## config.mk

```make
export PLATFORM = sky130hd
export DESIGN_NAME = led_key_ctrl
export DESIGN_NICKNAME = d
export VERILOG_FILES = /design/src/rtl/led_key_ctrl.sv
export SDC_FILE = /design/constraint.sdc
export NUM_CORES = 1
export LEC_CHECK = 0
export CAP_MARGIN = 10
export CORE_AREA = 2 2 70 72
export DETAILED_ROUTE_END_ITERATION = 8
export DIE_AREA = 0 0 72 74
export GPL_TIMING_DRIVEN = 0
export PLACE_DENSITY = 0.76
export SLEW_MARGIN = 10
export SYNTH_ARGS = -nofsm -noshare
export SYNTH_HDL_FRONTEND = slang
export SYNTH_SLANG_ARGS = --single-unit
```

## constraint.sdc

```tcl
create_clock -name sys_clk -period 4.4 [get_ports sys_clk]
set_input_delay 0.66 -clock sys_clk [delete_from_list [all_inputs] [get_ports sys_clk]]
set_output_delay 0.66 -clock sys_clk [all_outputs]
set_load 0.05 [all_outputs]
```

## src/rtl/led_key_ctrl.sv

```systemverilog
// Key front end for the LED flow stage: sync, shared-counter debounce, press flags and run/dir/speed mode FSM.
// Optional build macro LED_KEY_AUTOREPEAT_EN adds auto-repeat of key2 (speed step) while it is held.
//
// state   | meaning
// ST_STOP | flow_en = 0, LEDs hold the current pattern
// ST_RUN  | flow_en = 1, LEDs advance
module led_key_ctrl #(
  parameter logic [23:0] DEBOUNCE_CNT = 24'd1_000_000,
  parameter logic [23:0] REPEAT_CNT   = 24'd10_000_000
) (
  input  logic       sys_clk,
  input  logic       sys_rst_n,
  input  logic [3:0] key,
  output logic [3:0] key_value,
  output logic [3:0] key_flag,
  output logic       flow_en,
  output logic       flow_dir,
  output logic [1:0] speed_sel
);

  typedef enum logic {ST_STOP, ST_RUN} state_t;

  logic [3:0]  key_s1_q;
  logic [3:0]  key_sync_q;
  logic [3:0]  key_sync_dly_q;
  logic [23:0] cnt_q, cnt_d;
  logic [3:0]  key_value_q, key_value_d;
  logic [3:0]  key_value_dly_q;
  logic [3:0]  key_flag_q, key_flag_d;
  logic        key_chg;
  logic        rep_hit;

  state_t      state_q;
  logic        flow_en_q;
  logic        flow_dir_q;
  logic [1:0]  speed_q;

  assign key_chg = (key_sync_q != key_sync_dly_q);

  // A change anywhere reloads the shared window, so bounces keep pushing acceptance out.
  always_comb begin
    cnt_d       = cnt_q;
    key_value_d = key_value_q;
    if (key_chg) begin
      cnt_d = DEBOUNCE_CNT;
    end else if (cnt_q != 24'd0) begin
      cnt_d = cnt_q - 24'd1;
      if (cnt_q == 24'd1) begin
        key_value_d = key_sync_q;
      end
    end
  end

  assign key_flag_d = (key_value_dly_q & ~key_value_q) | {1'b0, rep_hit, 2'b00};

  always_ff @(posedge sys_clk or negedge sys_rst_n) begin
    if (!sys_rst_n) begin
      key_s1_q        <= 4'b1111;
      key_sync_q      <= 4'b1111;
      key_sync_dly_q  <= 4'b1111;
      cnt_q           <= 24'd0;
      key_value_q     <= 4'b1111;
      key_value_dly_q <= 4'b1111;
      key_flag_q      <= 4'b0000;
    end else begin
      key_s1_q        <= key;
      key_sync_q      <= key_s1_q;
      key_sync_dly_q  <= key_sync_q;
      cnt_q           <= cnt_d;
      key_value_q     <= key_value_d;
      key_value_dly_q <= key_value_q;
      key_flag_q      <= key_flag_d;
    end
  end

`ifdef LED_KEY_AUTOREPEAT_EN
  logic [23:0] rep_q, rep_d;

  // Counter sits at 0 in every key2 flag cycle, so repeats land REPEAT_CNT cycles apart.
  assign rep_hit = ~key_value_q[2] && (rep_q == REPEAT_CNT - 24'd1);
  assign rep_d   = (key_value_q[2] || key_flag_d[2]) ? 24'd0 : rep_q + 24'd1;

  always_ff @(posedge sys_clk or negedge sys_rst_n) begin
    if (!sys_rst_n) begin
      rep_q <= 24'd0;
    end else begin
      rep_q <= rep_d;
    end
  end
`else
  logic unused_repeat_cnt;

  assign unused_repeat_cnt = ^REPEAT_CNT;
  assign rep_hit           = 1'b0;
`endif

  always_ff @(posedge sys_clk or negedge sys_rst_n) begin
    if (!sys_rst_n) begin
      state_q    <= ST_STOP;
      flow_en_q  <= 1'b0;
      flow_dir_q <= 1'b0;
      speed_q    <= 2'd0;
    end else if (key_flag_q[3]) begin
      state_q    <= ST_STOP;
      flow_en_q  <= 1'b0;
      flow_dir_q <= 1'b0;
      speed_q    <= 2'd0;
    end else begin
      if (key_flag_q[0]) begin
        case (state_q)
          ST_STOP: begin
            state_q   <= ST_RUN;
            flow_en_q <= 1'b1;
          end
          default: begin
            state_q   <= ST_STOP;
            flow_en_q <= 1'b0;
          end
        endcase
      end
      if (key_flag_q[1]) begin
        flow_dir_q <= ~flow_dir_q;
      end
      if (key_flag_q[2]) begin
        speed_q <= speed_q + 2'd1;
      end
    end
  end

  assign key_value = key_value_q;
  assign key_flag  = key_flag_q;
  assign flow_en   = flow_en_q;
  assign flow_dir  = flow_dir_q;
  assign speed_sel = speed_q;

endmodule

```

# --- Word level (Yosys, flattened, before mapping) ---
# Index checks and enable logic that the tools add are counted.
totals:
  ff_bits: 52
  wordCells: 33
  out_inout_bits: 12
  inputBits: 6
op_classes:
  addsub: 2
  muxes: 9
  reduce_logical: 6
  n_eq_ne: 2
  n_bitwise: 4
op_table:
  columns: ["cell", "count"]
  rows:
  - ["24-bit 2-to-1 mux", 2]
  - ["24-bit by 1-bit equality test with 1-bit output (second input constant)", 1]
  - ["24-bit nonzero test", 1]
  - ["24-bit by 1-bit subtractor with 24-bit output (second input constant)", 1]
  - ["2-bit nonzero test", 4]
  - ["1-bit 2-to-1 mux", 5]
  - ["4-bit AND", 1]
  - ["2-bit 2-to-1 mux", 2]
  - ["4-bit != test", 1]
  - ["4-bit inverter", 1]
  - ["3-bit AND reduction", 1]
  - ["2-bit by 1-bit adder with 2-bit output (second input constant)", 1]
  - ["1-bit inverter", 2]

# --- Logic depth before layout (Yosys ltp) ---
# Gate-level depths: netlist of the first run.
depth:
  ltp_word: 3
  depth_mapped: 7
  ltp_nobuf: 6

# --- Worst setup path before layout of the first run ---
# Ideal clock, no wire load.
synth_timing:
  path_type: "reg-to-reg"
  startpoint: "reg cnt_q[0]"
  endpoint: "reg cnt_q[22]"
  n_path_buf: 0
  slack_ps: 2388
  period_less_slack_ps: 2012
  path_stages_with_launch: 7
  t_arrival_ps: 1934
  setup_time_ps: 78
  required_time_ps: 4322
  path_cell_list: "dfrtp_1 inv_1 ha_1 or3b_2 a211o_1 or4_1 a21oi_1"
synth_between:
  elab_chain_len: 3
  word_cells_on_any_way: 5
  cone_classes: "add/sub: 1; mux: 2; reduce/logical: 2"
synth_rtl:
  columns: ["element", "line_no", "rtl"]
  rows:
  - ["from (decl)", "26", "logic [23:0] cnt_q, cnt_d;"]
  - ["from (signal assigned)", "69", "cnt_q <= cnt_d;"]
  - ["24-bit by 1-bit subtractor with 24-bit output", "47", "cnt_d = cnt_q - 24'd1;"]
  - ["24-bit 2-to-1 mux", "46", "end else if (cnt_q != 24'd0) begin"]
  - ["24-bit 2-to-1 mux", "44", "if (key_chg) begin"]
# Several ways; a longest one is shown, not always the timed one. The select of a mux whose other input is x is not followed.
# A chain may end at the register's enable or synchronous reset.

# --- Final worst setup path of the first run ---
layout_timing:
  startpoint: "reg key_sync_q[0]"
  endpoint: "reg cnt_q[12]"
layout_between:
  elab_chain_len: 2
  word_cells_on_any_way: 3
  cone_classes: "eq/ne: 1; mux: 1; reduce/logical: 1"
layout_rtl:
  columns: ["element", "line_no", "rtl"]
  rows:
  - ["from (decl)", "24", "logic [3:0] key_sync_q;"]
  - ["from (signal assigned)", "67", "key_sync_q <= key_s1_q;"]
  - ["4-bit != test *", "38", "assign key_chg = (key_sync_q != key_sync_dly_q);"]
  - ["24-bit 2-to-1 mux or 2-bit nonzero test (tied branches)", null, null]
# Every way passes the cells marked *; elsewhere a longest branch is shown, timed or not.

==> impl_metrics.ini, run 1 <==
[yosys]
synth_compound_area_frac = 0.0735
ys_types = 42
synth_largest_area_cell = dfrtp_1
synth_mux_area_frac = 0.0869
yosys_register_bits = 52
netlist_area_um2 = 2420
synth-xor-area-share = 0.0290
synthesis.nets = 221
synth_enable_flop_cells = 0
yosys-top-cells-area = dfrtp_1 33%, dfstp_2 22%, mux2i_1 6.2%, nand2b_1 2.6%, xnor2_1 2.5%
yosys.area.top_type_share = 0.331
synth_ff_type = dfrtp_1
ys_seq_area_frac = 0.548
async_reset_ff_frac = 1.00
yosys_warnings = 0
synth_simple_gate_area_share = 0.225
syn_avg_cell_area_um2 = 11.4
synth_top_family_by_area = simple AND/OR/NAND/NOR gates
syn_inst = 212
synth-adder-area-share = 0.0155

[layout]
nNetsFinal = 246
final_common_cell = dfrtp_1
multi_input_area_um2 = 1040
mostFrequentLayoutCells = 32 x dfrtp_1, 20 x dfstp_2, 16 x clkdlybuf4s50_1
seq_area_um2 = 1330
antennaDiodeCount = 0
drive_gt1_frac = 0.197
syn2layout_area_growth_pct = 14.2
fill_cells = 392

[drt]
num_vias = 1631
ant_nets = 0
drt_iter0_markers = 82
viasPerCell = 5.59
wire_per_inst_um = 15.0
drtPass1Iterations = 4
drc = 0
routed_wl_mm = 4.37

[outcome]
status = finished, final reports clean

[placed_design]
gp_congestion = 0.854
pre_cts_slack_ns = 2.01
dp_hpwl_mm = 3.12
portBuffers = 17

[sta]
finalMaxSlewViolations = 0
rsz0062_at_grt = false
tns_ns = 0
fin_worst_skew_ns = 0.0124
period_share = 0.539
finalSetupViolations = 0
hold_viol = 0
period_needed_ns = 2.37
finalWorstSetupSlack_ns = 2.03
whs_ns = 0.330
max_freq_mhz = 422
tightest_slew_ns = 0.573
timing.slew.headroom = 0.618

[clock_tree]
cts.repair.resized = 0
cts_root_buf = clkbuf_8
hold_buffers = 0
clock_sinks = 52
htreeDepth = 2
cts_buffers = 5
clock_latency_ns = 0.31
cts_tree = yes
clk_pin_slew_ns = 0.10
cts_buffer_depth = 2
cts_setup_buffers = 0

[pwr]
power_frac_seq = 0.595
ir_drop_v = 0.000245
swShare = 0.248
internal-power_w = 0.000630
clkPwrFrac = 0.330
combPwrFrac = 0.075
leakage_nw = 1.07
p_per_area_nw_per_um2 = 303
p_sw_w = 0.000208

[setup_path]
r2r-start = key_sync_q[0]
required_ns = 4.64
end_kind = register
reg2reg_depth = 7
regToRegSetupSlack_ns = 2.03
rr_endpoint = cnt_q[12]
critPathMaxFanout = 10
arrival_ns = 2.61
path_class = register to register
start_kind = register

[global_route]
first_global_vias = 1694
antenna_found_initial = 0
grt_max_degree = 29
grt_usage = 0.194
grt_overflow = 0
grt_pass1_wl_mm = 7.86

[floorplanning]
die_h_um = 74
rows = 25
initial_core_util = 0.526
ios = 18
core_area_um2 = 4600
fp.dieW_um = 72
dieArea_um2 = 5330

[flow_run]
maxCapViolations = 0

[hold_path]
hold_path_class = input port to async pin
==> synth_stat cells, drive strengths merged, types with 2 or more instances <==
library cell	count
inv	3
and4	4
mux2	4
xnor2	7
clkbuf	5
nor4	9
o21ai	6
dfrtp	32
or4	5
or3	5
a21oi	7
mux2i	15
a211oi	5
or2	3
buf	5
and2	6
nor2	14
nand4	5
ha	3
nand2b	10
o31ai	2
dfstp	20
nand2	13
nor2b	4
nand3	2
nor3	7
==> cells by family after synthesis <==
kind of cell,count (synthesis)
DFF,52
AOI/OAI and AO/OA,27
muxes,19
adders and majority gates,3
and+or+nand+nor,90
xor gates and xnor gates,8
buffers and inverters,13
==> flip-flops by register name (all words and copies together), names as in the netlist <==
signal           count
flow_en              1
key_sync_dly_q       4
key_value_dly_q      4
key_s1_q             4
speed_sel            2
key_flag             4
key_sync_q           4
cnt_q               24
key_value            4
flow_dir             1
==> worst max-delay path, cell delays in order (launching register included) <==
cell and delay (ns):
dfstp_2 0.56, xnor2_1 0.14, and4_1 0.20, clkbuf_1 0.45, clkbuf_1 0.42, buf_2 0.33
nand2_1 0.08, mux2i_1 0.13
==> worst max-delay path by stage <==
stage	slack (ns)	start	end
global route	1.78	key_sync_q[1]	cnt_q[7]
floorplan	2.39	cnt_q[0]	cnt_q[22]
detailed placement	2.01	key_sync_q[1]	cnt_q[7]
global placement	1.23	sys_rst_n	cnt_q[9]
finish	2.03	key_sync_q[0]	cnt_q[12]
CTS	1.99	key_sync_q[0]	cnt_q[12]
==> layer usage <==
layer	wire length [um]	share of wire	global-route usage
met5	0	0	0
met4	63	0.014	0.0629
met3	165	0.038	0.0447
met2	2090	0.48	0.318
met1	2060	0.47	0.260
==> area by class of cell <==
type                            instances  area share
Sequential cell                        52       0.480
Tap cell                               54      0.0245
Multi-Input combinational cell        147       0.376
Timing Repair Buffer                   18      0.0670
Clock buffer                            5      0.0249
Inverter                                3     0.00408
Buffer                                 10      0.0154
Clock inverter                          3     0.00815
==> power by group through the flow <==
stage	clock network [W]	logic, W	registers, W
after CTS	0.000283	0.0000635	0.000499
after floorplan	0	0.0000376	0.000506
final	0.000277	0.0000625	0.000499
after detailed placement	0	0.0000631	0.000508
after global routing	0.000307	0.0000706	0.000501
after global placement	0	0.0000600	0.000507
==> through the flow <==
step	total power [W]	util	cell area, um^2	cells
3_3_place_gp	0.000567	0.578	2660	283
6_report	0.000838	0.601	2760	292
5_1_grt	0.000879	0.601	2760	292
2_1_floorplan	0.000543	-	2420	212
3_5_place_dp	0.000571	0.581	2670	284
4_1_cts	0.000845	0.601	2760	292
Power figures use the tool's default switching activity.
==> run 2, diff against run 1 <==
==> constraint.sdc (replaced) <==
create_clock -name sys_clk -period 2.2 [get_ports sys_clk]
set_input_delay 0.33 -clock sys_clk [delete_from_list [all_inputs] [get_ports sys_clk]]
set_output_delay 0.33 -clock sys_clk [all_outputs]
set_load 0.05 [all_outputs]
==> run 2 against run 1 <==
Against the previous run:
- the flow now finishes with violations (hold timing)
- hold slack worse by 0.34 ns
- clock power is 99% higher
- first-iteration DRC count is 41% higher
- setup slack worse by 1.9 ns
- clock skew is 0.0015 ns higher
- flip-flop and latch count stayed put
- design area is 1.9% higher
- critical endpoint is now key_value[0]
- critical path depth is 2 lower
- global-route usage stayed put
- non-clock buffer count is 2 higher
- via count is 2.3% higher
- total power is 100% higher
==> impl_metrics.ini, run 2 (synthesis gave the netlist of run 1 again) <==
[global_route]
grt_overflow = 0
grt_usage = 0.194
antenna_found_initial = 0
first_global_vias = 1690
grt_pass1_wl_mm = 7.86
grt_max_degree = 29

[layout]
drive_gt1_frac = 0.238
fill_cells = 383
antennaDiodeCount = 0
largest_register = cnt_q
mostFrequentLayoutCells = 31 x dfrtp_1, 20 x dfstp_2, 16 x clkdlybuf4s50_1
nNetsFinal = 248
seq_area_um2 = 1330
multi_input_area_um2 = 1070
final_core_util = 0.612
largest_reg_flops = 24
final_common_cell = dfrtp_1
syn2layout_area_growth_pct = 16.4

[sta]
whs_ns = -0.00524
hold_viol = 4
fin_worst_skew_ns = 0.0139
rsz0062_at_grt = false
finalMaxSlewViolations = 0
max_freq_mhz = 474
timing.slew.headroom = 0.624
tns_ns = 0
period_share = 0.959
tightest_slew_ns = 0.564
period_needed_ns = 2.11
finalSetupViolations = 0

[setup_path]
path_class = register to register
crit_path_start = cnt_q[9]
arrival_ns = 2.36
regToRegSetupSlack_ns = 0.09
rr_endpoint = key_value[0]
required_ns = 2.44
start_kind = register
crit_family = simple AND/OR/NAND/NOR gates
critPathMaxFanout = 6
slowest_stage = or4_1
crit_path_cell_trace = nor4_4, nand4_4, or4_1, buf_2, mux2_4
reg2reg_depth = 5
max_stage_delay_ns = 0.54
r2r-start = cnt_q[9]
worst-path-buf-inv = 1
end_kind = register

[outcome]
status = complete, but fails checks
violations = hold timing

[drt]
wire_per_inst_um = 15.0
num_vias = 1668
drtPass1Iterations = 4
ant_nets = 0
viasPerCell = 5.67
drt_iter0_markers = 116
routed_wl_mm = 4.40
drc = 0

[pwr]
total_power_w = 0.00168
ir_drop_v = 0.000503
p_per_area_nw_per_um2 = 598
leakage_nw = 1.08

[clock_tree]
cts_tree = yes
cts_buffers = 5
cts_buffer_depth = 2
hold_buffers = 0
clock_sinks = 52
clk_pin_slew_ns = 0.10
clock_latency_ns = 0.31
htreeDepth = 2
cts_root_buf = clkbuf_8

[flow_run]
maxCapViolations = 0

[placed_design]
dp_hpwl_mm = 3.12
portBuffers = 17
gp_congestion = 0.854

[floorplanning]
core_area_um2 = 4600
fp.dieW_um = 72
dieArea_um2 = 5330
rows = 25
ios = 18
initial_core_util = 0.526
die_h_um = 74

[hold_path]
hold_path_class = input port to async pin
[run 2: changes by cell type in the layout (fill, tap and decap cells not counted), moves of 2 or more]
cell      before  now
buf_4          0    4
inv_2          0    2
clkbuf_1       5    3
inv_1          3    1
[run 2: layer usage]
| metal | routed length (um) | global-route usage | vias up |
|---|---|---|---|
| li1 | - | - | 813 |
| met1 | 2020 | 0.260 | 817 |
| met2 | 2130 | 0.318 | 32 |
| met3 | 190 | 0.0447 | 6 |
| met4 | 65 | 0.0629 | 0 |
| met5 | 0 | 0 | - |
[run 2: timing repair]
action                     4_1_cts  5_1_grt
gates resized for setup          3        5
pin swaps                        0        4
setup endpoints to repair       11       17
setup buffers                    0        4
[run 2: cell type report]
class,count,area share
Tap cell,54,0.0240
Clock inverter,3,0.00800
Clock buffer,5,0.0244
Buffer,8,0.0124
Inverter,3,0.00400
Multi-Input combinational cell,147,0.379
Sequential cell,52,0.472
Timing Repair Buffer,22,0.0764
[run 2: per-stage QoR]
step / instances / setup WS (ns) / hold slack, ns / cell area (um^2)
2_1_floorplan: 212 / 0.188 / 0.0344 / 2420
3_3_place_gp: 283 / -0.639 / 0.345 / 2660
3_5_place_dp: 284 / -0.194 / 0.347 / 2670
4_1_cts: 291 / 0.0136 / 0.0172 / 2770
5_1_grt: 294 / 0.0166 / 0.0384 / 2820
6_report: 294 / 0.0895 / -0.00524 / 2820
[run 2: worst max-delay path by stage]
stage                               to  slack [ns]  cells past startpoint
after detailed placement      cnt_q[7]       -0.19                      7
after CTS                    cnt_q[22]        0.01                      6
after floorplan              cnt_q[22]        0.19                      6
after global routing         cnt_q[22]        0.02                      6
after global placement        cnt_q[9]       -0.64                      1
final                     key_value[0]        0.09                      5
[run 2: power by group]
group | internal (W) | switching (W)
sequential | 0.000983 | 0.0000148
combinational | 0.0000546 | 0.0000791
clock | 0.000228 | 0.000323
==> patch, RTL diff (flow settings as in run 2) <==
Take the reset off `key_flag_q` and load it in a clocked block of its own.
--- a/src/rtl/led_key_ctrl.sv
+++ b/src/rtl/led_key_ctrl.sv
@@ -61,7 +61,6 @@
       cnt_q           <= 24'd0;
       key_value_q     <= 4'b1111;
       key_value_dly_q <= 4'b1111;
-      key_flag_q      <= 4'b0000;
     end else begin
       key_s1_q        <= key;
       key_sync_q      <= key_s1_q;
@@ -69,8 +68,11 @@
       cnt_q           <= cnt_d;
       key_value_q     <= key_value_d;
       key_value_dly_q <= key_value_q;
-      key_flag_q      <= key_flag_d;
     end
+  end
+
+  always_ff @(posedge sys_clk) begin
+    key_flag_q <= key_flag_d;
   end
 
 `ifdef LED_KEY_AUTOREPEAT_EN
Check against the original RTL: no difference found for any inputs over 10 cycles, from zero or initial values and one cycle with sys_rst_n low; that may be too few to reach the edited logic, so the function may still have changed.
==> patch against run 2 <==
- wire length up 0.39%
- hold slack better by 0.37 ns
- synthesized cell count unchanged
- critical path depth up 1
- sequential cell count unchanged
- sequential power about the same
- final cell count down 0.68%
- utilization down 0.73 points
- synthesized area down 0.83%
- non-clock buffer count down 2
- design area down 1.2%
- power up 0.15%
- worst setup slack worse by 0.0048 ns
- largest cell class unchanged
==> patch: results (changes against run 2) <==
Worst setup path
  • Delay of the slowest critical-path stage: 0.44 ns (was 0.54 ns)
  • Critical path startpoint: cnt_q[1]$_DFFE_PN0P_ (was cnt_q[9]$_DFFE_PN0P_)
  • R2R depth: 6 (was 5)
  • Worst-path cell with the longest stage delay: or3b_2 (was or4_1)
  • R2r endpoint: cnt_q[22]$_DFFE_PN0P_ (was key_value[0]$_DFFE_PN1P_)

Global routing
  • GRT Overall Usage: 18.8% (was 19.4%)
  • Vias in the first global route: 1609 (was 1690)
  • Met3 usage: 4.07% (was 4.47%)
  • First-pass GRT wire length: 7610 microns (was 7860 microns)
  • M1 GR Usage: 25.2% (was 26.0%)
  • Largest net degree at the start of global routing: 37 (was 29)
  • Global routing usage on met2: 30.2% (was 31.8%)

Place
  • IO Port Bufs: 17 (unchanged)
  • Dpl hpwl: 3080 microns (was 3120 microns)
  • Setup WS pre-CTS: -0.238 ns (was -0.194 ns)

Drt
  • Wire length on met1: 2090 microns (was 2020 microns)
  • Met3 wire length: 151 microns (was 190 microns)
  • DRT iter0 DRCs: 97 (was 116)
  • Metal2 WL: 2100 microns (was 2130 microns)
  • Vias per cell: 5.66 (was 5.67)
  • Drt total wl: 4420 microns (was 4400 microns)

Cells and area
  • Nets: 246 (was 248)
  • Share of layout cells above drive strength 1: 21.4% (was 23.8%)

Yosys
  • Post-synth cell types: 43 (was 42)
  • Compound-cell area share of the yosys netlist: 7.41% (was 7.35%)
  • Register area share after synthesis: 54.5% (was 54.8%)
  • Most frequent cells after synthesis: 28 x dfrtp_1, 20 x dfstp_2, 15 x mux2i_1 (was 32 x dfrtp_1, 20 x dfstp_2, 15 x mux2i_1)
  • Post-synthesis mux area share: 8.76% (was 8.69%)
  • Xor and xnor fraction of the mapped netlist area: 2.92% (was 2.90%)
  • Largest cells by area after synthesis: dfrtp_1 29%, dfstp_2 22%, mux2i_1 6.3%, dfxtp_1 3.3%, nand2b_1 2.6% (was dfrtp_1 33%, dfstp_2 22%, mux2i_1 6.2%, nand2b_1 2.6%, xnor2_1 2.5%)
  • Synth async-reset ratio: 92.3% (was 100%)
  • Post-synthesis adder-cell area fraction: 1.56% (was 1.55%)

Timing
  • Fin worst setup slack: 0.0848 ns (was 0.0895 ns)
  • Clk_skew: 0.00715 ns (was 0.0139 ns)
  • Relative slew slack: 64.2% (was 62.4%)

Status
  • Status: complete, no violations (was complete, but fails checks)

Min path
  • Hold Crit Class: reg2reg (was in2async)
[patch: changes by cell type in the layout (fill, tap and decap cells not counted), sizes merged]
cell / before / now
buf: 11 / 8
dfrtp: 32 / 28
dlygate4sd3: 0 / 1
dfxtp: 0 / 4
[patch: timing repair]
| action | in CTS | in global routing |
|---|---|---|
| hold buffers | 1 | 0 |
| gates resized for setup | 2 | 4 |
| setup endpoints to repair | 11 | 9 |
| pin swaps | 0 | 1 |
| endpoints found under the hold margin | 6 | 0 |
| gates cloned | 0 | 0 |
| buffers inserted | 0 | 1 |
[patch: cell families (layout without fill, tap and decap cells)]
logic type               count (synthesis)  count (layout)
flip-flops                              52              52
AO/OA/AOI/OAI                           27              27
buffers and inverters                   13              39
multiplexers                            19              19
AND/OR/NAND/NOR                         90              90
XOR/XNOR                                 8               8
adder cells (fa/ha/maj)                  3               3
[patch: cell type report]
cell class	instances	area (sq um)
Fill cell	374	1820
Buffer	8	35.0
Inverter	3	11.3
Tap cell	54	67.6
Clock buffer	5	68.8
Timing Repair Buffer	20	203
Sequential cell	52	1310
Multi-Input combinational cell	147	1070
Clock inverter	3	22.5
[patch: power by group]
group	switching [uW]	internal (uW)	total, uW
combinational	77.3	54.7	132
sequential	15.9	982	998
clock	328	228	556
total	421	1270	1690
[patch: per-stage QoR]
stage / power, uW / hold slack [ns] / cells / cell area (sq um) / utilization [%]
final: 1690 / 0.361 / 292 / 2780 / 60.5
after global routing: 1760 / 0.365 / 292 / 2780 / 60.5
after CTS: 1700 / 0.363 / 291 / 2750 / 59.8
after detailed placement: 1140 / 0.233 / 284 / 2650 / 57.7
after global placement: 1130 / 0.345 / 283 / 2640 / 57.3
after floorplan: 1090 / 0.0344 / 212 / 2400 / -
